[config.mk]
export PLATFORM = sky130hd
export DESIGN_NAME = reg_bank
export DESIGN_NICKNAME = d
export VERILOG_FILES = /design/src/rtl/reg_bank.sv
export SDC_FILE = /design/constraint.sdc
export NUM_CORES = 1
export LEC_CHECK = 0
export CAP_MARGIN = 5
export CORE_AREA = 2 2 239 241
export CTS_BUF_LIST = sky130_fd_sc_hd__clkbuf_16
export DETAILED_ROUTE_END_ITERATION = 12
export DIE_AREA = 0 0 241 243
export SLEW_MARGIN = 20
export SYNTH_ARGS = -nofsm -noshare
export SYNTH_HDL_FRONTEND = slang
export SYNTH_SLANG_ARGS = --single-unit
[constraint.sdc]
create_clock -name clk -period 12.8 [get_ports clk]
set_clock_uncertainty 0.15 [all_clocks]
set_input_delay 2.56 -clock clk [delete_from_list [all_inputs] [get_ports clk]]
set_output_delay 2.56 -clock clk [all_outputs]
set_load 0.1 [all_outputs]
[src/rtl/reg_bank.sv]
// reg_bank: addressed control/status register bank with RW, hardware-mirror and sticky W1C registers.
// Optional macro REG_BANK_SHADOW_EN: reg_out is driven from a shadow copy loaded on commit.
module reg_bank #(
  parameter int DATA_W = 32,
  parameter int NUM_REGS = 8,
  parameter int ADDR_W = 3,
  parameter logic [NUM_REGS*DATA_W-1:0] RESET_VALUES = '0,
  parameter logic [NUM_REGS-1:0] HW_MASK = '0,
  parameter logic [NUM_REGS-1:0] W1C_MASK = '0
) (
  input  logic                       clk,
  input  logic                       rst,
  input  logic                       wr_en,
  input  logic [ADDR_W-1:0]          wr_addr,
  input  logic [DATA_W-1:0]          wr_data,
  input  logic [DATA_W/8-1:0]        wr_strb,
  input  logic                       rd_en,
  input  logic [ADDR_W-1:0]          rd_addr,
  output logic [DATA_W-1:0]          rd_data,
  output logic                       rd_valid,
  input  logic [NUM_REGS*DATA_W-1:0] hw_data,
  input  logic [NUM_REGS-1:0]        hw_valid,
  input  logic                       commit,
  output logic [NUM_REGS*DATA_W-1:0] reg_out,
  output logic [NUM_REGS-1:0]        wr_pulse,
  output logic                       irq
);

  localparam int STRB_W = DATA_W / 8;

  logic [DATA_W-1:0]          byteMask;
  logic [NUM_REGS*DATA_W-1:0] liveFlat;
  logic [NUM_REGS*DATA_W-1:0] nextFlat;
  logic [NUM_REGS-1:0]        w1cAny;
  logic [DATA_W-1:0]          rdMux;
  logic [DATA_W-1:0]          rdDataQ;
  logic                       rdValidQ;
  logic                       irqQ;

  always_comb begin
    byteMask = '0;
    for (int b = 0; b < STRB_W; b++) begin
      byteMask[b*8 +: 8] = {8{wr_strb[b]}};
    end
  end

  for (genvar i = 0; i < NUM_REGS; i++) begin : gReg
    logic [DATA_W-1:0] cur;
    logic [DATA_W-1:0] nxt;
    logic [DATA_W-1:0] hwVal;
    logic              wrHit;
    logic              pulseQ;

    assign hwVal = hw_data[i*DATA_W +: DATA_W];
    assign wrHit = wr_en && (wr_addr == ADDR_W'(i));

    if (W1C_MASK[i]) begin : gW1c
      // Set is applied after clear so a simultaneous set and clear leaves the bit set.
      always_comb begin
        nxt = (cur & ~(wrHit ? (wr_data & byteMask) : '0)) | (hw_valid[i] ? hwVal : '0);
      end
      assign w1cAny[i] = |cur;
    end else if (HW_MASK[i]) begin : gMirror
      always_comb begin
        nxt = cur;
        if (wrHit) begin
          nxt = (wr_data & byteMask) | ((hw_valid[i] ? hwVal : cur) & ~byteMask);
        end else if (hw_valid[i]) begin
          nxt = hwVal;
        end
      end
      assign w1cAny[i] = 1'b0;
    end else begin : gRw
      logic unusedHw;
      assign unusedHw = ^{hwVal, hw_valid[i]};
      always_comb begin
        nxt = cur;
        if (wrHit) begin
          nxt = (wr_data & byteMask) | (cur & ~byteMask);
        end
      end
      assign w1cAny[i] = 1'b0;
    end

    always_ff @(posedge clk or posedge rst) begin
      if (rst) begin
        cur    <= RESET_VALUES[i*DATA_W +: DATA_W];
        pulseQ <= 1'b0;
      end else begin
        cur    <= nxt;
        pulseQ <= wrHit;
      end
    end

    assign liveFlat[i*DATA_W +: DATA_W] = cur;
    assign nextFlat[i*DATA_W +: DATA_W] = nxt;
    assign wr_pulse[i] = pulseQ;
  end

  // Out-of-range read addresses match no register and read as zero.
  always_comb begin
    rdMux = '0;
    for (int k = 0; k < NUM_REGS; k++) begin
      if (rd_addr == ADDR_W'(k)) begin
        rdMux = liveFlat[k*DATA_W +: DATA_W];
      end
    end
  end

  always_ff @(posedge clk or posedge rst) begin
    if (rst) begin
      rdValidQ <= 1'b0;
      rdDataQ  <= '0;
    end else begin
      rdValidQ <= rd_en;
      if (rd_en) begin
        rdDataQ <= rdMux;
      end
    end
  end

  always_ff @(posedge clk or posedge rst) begin
    if (rst) begin
      irqQ <= 1'b0;
    end else begin
      irqQ <= |w1cAny;
    end
  end

  assign rd_data  = rdDataQ;
  assign rd_valid = rdValidQ;
  assign irq      = irqQ;

`ifdef REG_BANK_SHADOW_EN
  logic [NUM_REGS*DATA_W-1:0] shadowQ;

  // Loading the post-update values lets a write and commit in one cycle publish together.
  always_ff @(posedge clk or posedge rst) begin
    if (rst) begin
      shadowQ <= RESET_VALUES;
    end else if (commit) begin
      shadowQ <= nextFlat;
    end
  end

  assign reg_out = shadowQ;
`else
  logic unusedShadow;
  assign unusedShadow = ^{commit, nextFlat};
  assign reg_out = liveFlat;
`endif

endmodule

# After elaboration in Yosys (flattened, before gate mapping)

Index checks and enable logic that the tools add are counted.

Register bits: 297
Input port bits: 311
Output and inout port bits: 298
Logic and storage cells: 68

Equality and inequality tests: 14
Mux-type cells: 8
Bitwise logic cells: 18
Reduce and logical (&&, ||, !) cells: 10

Operators by type and width:

| operator                                                         | number |
|---|---|
| 32-bit AND                                                       | 9 |
| 32-bit 2-to-1 mux                                                | 8 |
| 32-bit OR                                                        | 8 |
| 32-bit NOT                                                       | 1 |
| 3-bit == test (second input constant)                            | 8 |
| 3-bit by 2-bit == test with 1-bit output (second input constant) | 4 |
| 1-bit logical AND                                                | 8 |
| 3-bit by 1-bit == test with 1-bit output (second input constant) | 2 |
| 3-bit logical NOT                                                | 2 |

# Logic depth before layout (Yosys ltp)

Gate-level depths: netlist of the first run.

Word-level depth: 9
Mapped depth: 7
Gate-level depth less buffers: 4

# Worst setup path before layout of the first run

Ideal clock, no wire load.

Path type: input to register
Start point: input wr_addr[0]
End point: register (tool-made name)
Data arrival time: 3.618 ns
Required time: 12.523 ns
Path slack: 8.906 ns
Stages: 5
Path buffers: 2
Path through: or3b_1 buf_6 nor2_8 buf_8 mux2_4

RTL lines:

| what        | RTL line | source |
|---|---|---|
| from (decl) | 14       | `input logic [ADDR_W-1:0] wr_addr,` |

==> results of run 1 <==
[Yosys cell counts (2+ instances only)]
cell,instances,area (sq um)
mux2i_1,24,240
nor2b_1,2,12.5
buf_2,27,135
nand2_1,56,210
nand3b_1,2,15.0
nand2_2,6,37.5
dfrtp_1,297,7430
o2bb2ai_1,24,210
mux2_4,10,150
o21ai_0,8,40.0
a211o_1,6,52.6
a211oi_1,24,180
buf_4,25,188
nand2b_1,26,163
inv_1,40,150
a31oi_1,23,144
mux2_2,216,2430
a21oi_1,76,380
nand3_1,9,45.0
nor2_2,7,43.8
mux2_1,24,270
o221ai_1,14,123
buf_1,2,7.51
nor2_8,4,80.1
nand3_2,5,50.1
clkbuf_1,18,67.6
nor2_1,72,270
o22ai_1,47,294
a22oi_1,6,45.0
a41o_1,6,60.1
nor2_4,18,203
[cells in the final DEF, fill, tap and decap left out, drive strengths merged, types with 8 or more instances in the layout]
cell / count
a21oi: 76
clkinv: 15
o221ai: 14
nor2: 101
dfrtp: 297
o2bb2ai: 24
o22ai: 47
clkdlybuf4s50: 330
nand3: 14
mux2i: 24
o21ai: 8
a31oi: 23
a211oi: 24
inv: 49
buf: 28
nand2: 62
clkbuf: 37
mux2: 250
nand2b: 26
[cell families (layout without fill, tap and decap cells)]
| logic type | Yosys count | count (layout) | synth area share, % |
|---|---|---|---|
| DFF | 297 | 297 | 53.5 |
| muxes | 275 | 275 | 22.4 |
| AOI/OAI and AO/OA | 238 | 238 | 11.3 |
| and+or+nand+nor | 215 | 215 | 8.63 |
| buffers and inverters | 115 | 462 | 4.16 |
| other | 1 | 3 | 0.0270 |
[per-stage QoR]
stage / worst slack (ns) / power (W)
floorplan: 1.89 / 0.00317
finish: 7.90 / 0.00476
global placement: 7.17 / 0.00379
global route: 7.76 / 0.00493
CTS: 7.69 / 0.00479
detailed placement: 7.12 / 0.00380
[final timing paths]
check                         start           end  slack [ns]  cells past startpoint
max in group asynchronous       rst     async pin        8.13                      4
min in group asynchronous       rst     async pin        2.35                      2
setup / recovery           register  reg_out[184]        7.90                      1
hold reg to reg            register      register        0.36                      1
hold / removal             register      register        0.36                      1
setup reg to reg           register   rd_data[19]       11.30                      3
[area by class of cell]
type	count	area (sq um)	share of cell area, %
inverter	41	161	0.846
antenna	2	5.00	0.0262
timing repair buffer	358	3520	18.5
clock inverter	26	176	0.925
clock buffer	37	926	4.86
tap	756	946	4.96
multi-input combinational	729	5900	30.9
sequential	297	7430	39.0
[power breakdown]
| part | switching (W) | internal [W] | leakage, nW |
|---|---|---|---|
| Sequential | 0.000188 | 0.00115 | 3.64 |
| Clock | 0.000410 | 0.000564 | 0.566 |
| Combinational | 0.00189 | 0.000558 | 3.62 |
| Total | 0.00249 | 0.00227 | 7.83 |
[layer usage]
layer | part of all wire (%) | vias up | track usage [%]
met4 | 2.4 | 4 | 5.56
met5 | 0.040 | - | 0
met1 | 43 | 5439 | 23.2
li1 | - | 4805 | -
met3 | 11 | 79 | 7.22
met2 | 43 | 466 | 26.9
==> metrics.md, run 1 <==
| Metric | Value |
|---|---|
| Worst-Skew Late Latency | 0.56 ns |
| Syn-to-layout area delta | 37.2% |
| Asr flop ratio synth | 100% |
| Top Ports | 609 |
| Max Root-Sink Buffers | 3 |
| Average size of a mapped cell | 12.2 sq um |
| Critical path buffers and inverters | 1 |
| Drt via density | 4.81 |
| Final WL | 52.8 mm |
| Layout Cells excl Fill | 2246 |
| TNS Setup | 0 ns |
| Power per cell area | 250 nW/um^2 |
| Slowest cell on crit path | clkdlybuf4s50_1 |
| H-tree Lvls | 2 |
| Port bufs | 342 |
| Syn. warnings | 0 |
| Register area share after synthesis | 53.5% |
| Least-Margin Pin Slew | 1.12 ns |
| Cts repair resizes | 0 |
| Setup bufs post-CTS | 0 |
| Hold buffer count at CTS | 0 |
| Worst path required time | 10.09 ns |
| CTS Sinks | 297 |
| Die Wd | 241 um |
| Gr ovfl total | 0 |
| Slew headroom | 24.9% |
| Final setup vio count | 0 |
| Worst-path fanout max | 4 |
| CTS Buf Count | 36 |
| Min Hold Slack | 0.364 ns |
| DP HPWL | 36.0 mm |
| Die area | 58600 sq um |
| Routed wire length per instance | 23.5 um |
| Syn nets | 1452 |
| Worst path top cell family by delay | buffers and inverters |
| Max-Cap Viols | 0 |
| Detail Route Antenna Nets | 0 |
| CP Launch Type | register |
| Post-synth EDFFs | 0 |
| Slew Viols, Final | 0 |
| Core area | 56000 sq um |
| Cells after DPL | 2181 |
| Largest net degree at the start of global routing | 106 |
| FP Rows | 87 |
| Area of the mapped netlist | 13900 sq um |
| Post-Syn Instances | 1141 |
| Global placement routability congestion | 0.827 |
| Design area | 19100 sq um |
| Synth cell types | 48 |
| Critical path's largest stage delay | 1.24 ns |
| First-pass GRT wire length | 76.4 mm |
| Min Clock Period, post-route | 4.90 ns |
| Fillers | 5661 |
| Flops & latches, synth | 297 |
| DRC viols | 0 |
| Leakage | 7.83 nW |
| CTS tree | built |
| Final core utilization | 34.1% |
| Peak supply drop | 0.152 mV |
| Final period utilization | 38.3% |
| DP Area | 18000 sq um |
| CP cell instances | clkdlybuf4s50_1 |
| Critical path endpoint category | output port |
| Final Hold Fails | 0 |
| Primary FF master, synth | dfrtp_1 |
| Status | finished, final reports clean |
| Crit path kind | reg2out |
| Layout cells sized above 1 | 23.6% |
| Initial antenna violation count | 4 |
| Gr usage total | 17.8% |
| Clock-pin slew on the worst setup and hold paths | 0.06 ns |
| Die height | 243 um |
| RSZ-0062 raised after global routing | no |
| DRT iter0 DRCs | 500 |
| Worst hold path type | reg2reg |
| Vias in the first global route | 11100 |
| Fin nets | 1774 |
| Arr. time, crit path | 2.19 ns |
| CTS root buf | clkbuf_16 |
| First-pass DRT Iterations | 4 |
| Max Clk Rate | 204 MHz |
| Vias | 10800 |
| Starting Density | 24.8% |
Power figures use the tool's default switching activity.
==> inputs of run 2 (changes only) <==
==> constraint.sdc (replaced) <==
create_clock -name clk -period 4.8 [get_ports clk]
set_clock_uncertainty 0.15 [all_clocks]
set_input_delay 0.96 -clock clk [delete_from_list [all_inputs] [get_ports clk]]
set_output_delay 0.96 -clock clk [all_outputs]
set_load 0.1 [all_outputs]
==> run 2 against run 1 <==
- wire length increased by 1.2%
- register-to-register slack lost 8.0 ns
- setup slack got worse by 6.4 ns
- first-iteration DRC count increased by 1.8%
- via count up 1.3%
- combinational power rose to 2.7 times the previous value
- largest cell class unchanged
==> metrics.md, run 2 (synthesis gave the netlist of run 1 again) <==
| Metric | Value |
|---|---|
| CP Launch Type | register |
| Detail Route Antenna Nets | 0 (unchanged) |
| Setup bufs post-CTS | 0 (unchanged) |
| Worst path top cell family by delay | buffers and inverters |
| CP cell instances | clkdlybuf4s50_1 |
| Design area | 19300 sq um (+1.2%) |
| Min Clock Period, post-route | 3.31 ns |
| CTS Sinks | 297 (unchanged) |
| Worst-path fanout max | 5 (+1) |
| Syn-to-layout area delta | 38.8% |
| Final Hold Fails | 0 (unchanged) |
| Clock-pin slew on the worst setup and hold paths | 0.06 ns (about the same) |
| Reg2reg path depth | 4 (+1) |
| WP depth | 1 (unchanged) |
| Max-Cap Viols | 0 (unchanged) |
| Routed wire length per instance | 23.7 um (+0.79%) |
| Die area | 58600 sq um (unchanged) |
| DP Area | 18000 sq um (+0.48%) |
| Starting Density | 24.8% (unchanged) |
| Final core utilization | 34.5% (+0.39 points) |
| Vias | 10900 (+1.3%) |
| Vias in the first global route | 11200 (+1.3%) |
| Global placement routability congestion | 0.832 (+0.68%) |
| Largest net degree at the start of global routing | 101 (-4.7%) |
| Slew headroom | 23.6% (-1.4 points) |
| Worst hold path type | reg2reg |
| Hold buffer count at CTS | 0 (unchanged) |
| Flop2flop setup slack | 3.33 ns (-7.97 ns) |
| Worst-Skew Late Latency | 0.55 ns (about the same) |
| RSZ-0062 raised after global routing | no |
| Crit path kind | reg2out |
| Die height | 243 um (unchanged) |
| Commonest non-fill, non-tap cell in the layout | clkdlybuf4s50_1 |
| Worst setup path end | reg_out[94] |
| Final WL | 53.4 mm (+1.2%) |
| Gr usage total | 18.1% (+0.25 points) |
| Max Root-Sink Buffers | 3 (unchanged) |
| DRT iter0 DRCs | 509 (+1.8%) |
| Die Wd | 241 um (unchanged) |
| Fin nets | 1782 (+0.45%) |
| Ant. Diodes | 0 (-2) |
| Final setup vio count | 0 (unchanged) |
| CTS root buf | clkbuf_16 |
| Gr ovfl total | 0 (unchanged) |
| Max Clk Rate | 302 MHz |
| CTS Buf Count | 37 (+2.8%) |
| Port bufs | 342 (unchanged) |
| Status | finished, final reports clean |
| FP Rows | 87 (unchanged) |
| DRC viols | 0 (unchanged) |
| Worst path required time | 3.69 ns (-6.40 ns) |
| Critical path's largest stage delay | 1.22 ns (-0.02 ns) |
| Drt via density | 4.85 (+0.92%) |
| Layout cells sized above 1 | 24.6% (+1.0 points) |
| Cts repair resizes | 0 (unchanged) |
| Core area | 56000 sq um (unchanged) |
| Initial antenna violation count | 4 (unchanged) |
| H-tree Lvls | 2 (unchanged) |
| Final period utilization | 69.0% |
| Leakage | 7.94 nW (+1.3%) |
| Most frequent cells in the layout | clkdlybuf4s50_1 (329), dfrtp_1 (297), mux2_2 (216) |
| First-pass GRT wire length | 77.9 mm (+2.0%) |
| RR Endpoint | rd_data[24] |
| CTS tree | built |
| Critical path endpoint category | output port |
| First-pass DRT Iterations | 4 (unchanged) |
| Top Ports | 609 (unchanged) |
| Peak supply drop | 0.492 mV (+220%) |
| Critical path buffers and inverters | 1 (unchanged) |
| Power per cell area | 672 nW/um^2 (+170%) |
| DP HPWL | 36.7 mm (+2.1%) |
| Slowest cell on crit path | clkdlybuf4s50_1 |
| Least-Margin Pin Slew | 1.14 ns (+0.0214 ns) |
| Slew Viols, Final | 0 (unchanged) |
| Min Hold Slack | 0.351 ns (-0.0131 ns) |
| Arr. time, crit path | 2.20 ns (about the same) |
-- run 2: changes by cell type in the layout (fill, tap and decap cells not counted), moves of 2 or more --
cell,before,now
clkinv_1,8,4
diode_2,2,0
clkbuf_16,37,39
clkinv_2,6,9
buf_12,0,3
buf_4,26,32
clkinvlp_4,1,4
bufinv_16,2,5
-- run 2: area by class of cell --
cell class | instances | area [sq um]
flip-flops and latches | 297 | 7430
clock buffers | 39 | 976
fillers | 5632 | 36700
repair buffers | 365 | 3600
inverters | 41 | 158
clock inverters | 28 | 269
well taps | 756 | 946
multi-input cells | 729 | 5900
-- run 2: worst min-delay path by stage --
stage	endpoint	start	depth (start not counted)	slack (ns)
global route	register	register	1	0.38
finish	register	register	1	0.35
floorplan	rd_valid	rd_en	0	0.84
global placement	register	register	1	0.34
CTS	register	register	1	0.36
detailed placement	register	register	1	0.35
-- run 2: metal layers --
| metal | share of wire [%] | wire length, um | track usage [%] | vias to the layer above |
|---|---|---|---|---|
| li1 | - | - | - | 4792 |
| met1 | 42 | 22500 | 23.0 | 5539 |
| met2 | 44 | 23300 | 27.4 | 514 |
| met3 | 12 | 6290 | 8.14 | 87 |
| met4 | 2.5 | 1350 | 5.27 | 4 |
| met5 | 0.051 | 27 | 0 | - |
-- run 2: through the flow --
step	power [W]	setup slack (ns)	cells	TNS (ns)
2_1_floorplan	0.00844	-0.255	1141	-75.76
3_3_place_gp	0.0101	1.03	2188	0
3_5_place_dp	0.0101	0.985	2188	0
4_1_cts	0.0131	1.45	2255	0
5_1_grt	0.0134	1.42	2255	0
6_report	0.0130	1.49	2255	0
-- run 2: where the power goes --
part | total [W] | switching, W | internal [W]
Clock | 0.00287 | 0.00112 | 0.00174
Combinational | 0.00653 | 0.00503 | 0.00149
Sequential | 0.00357 | 0.000514 | 0.00306
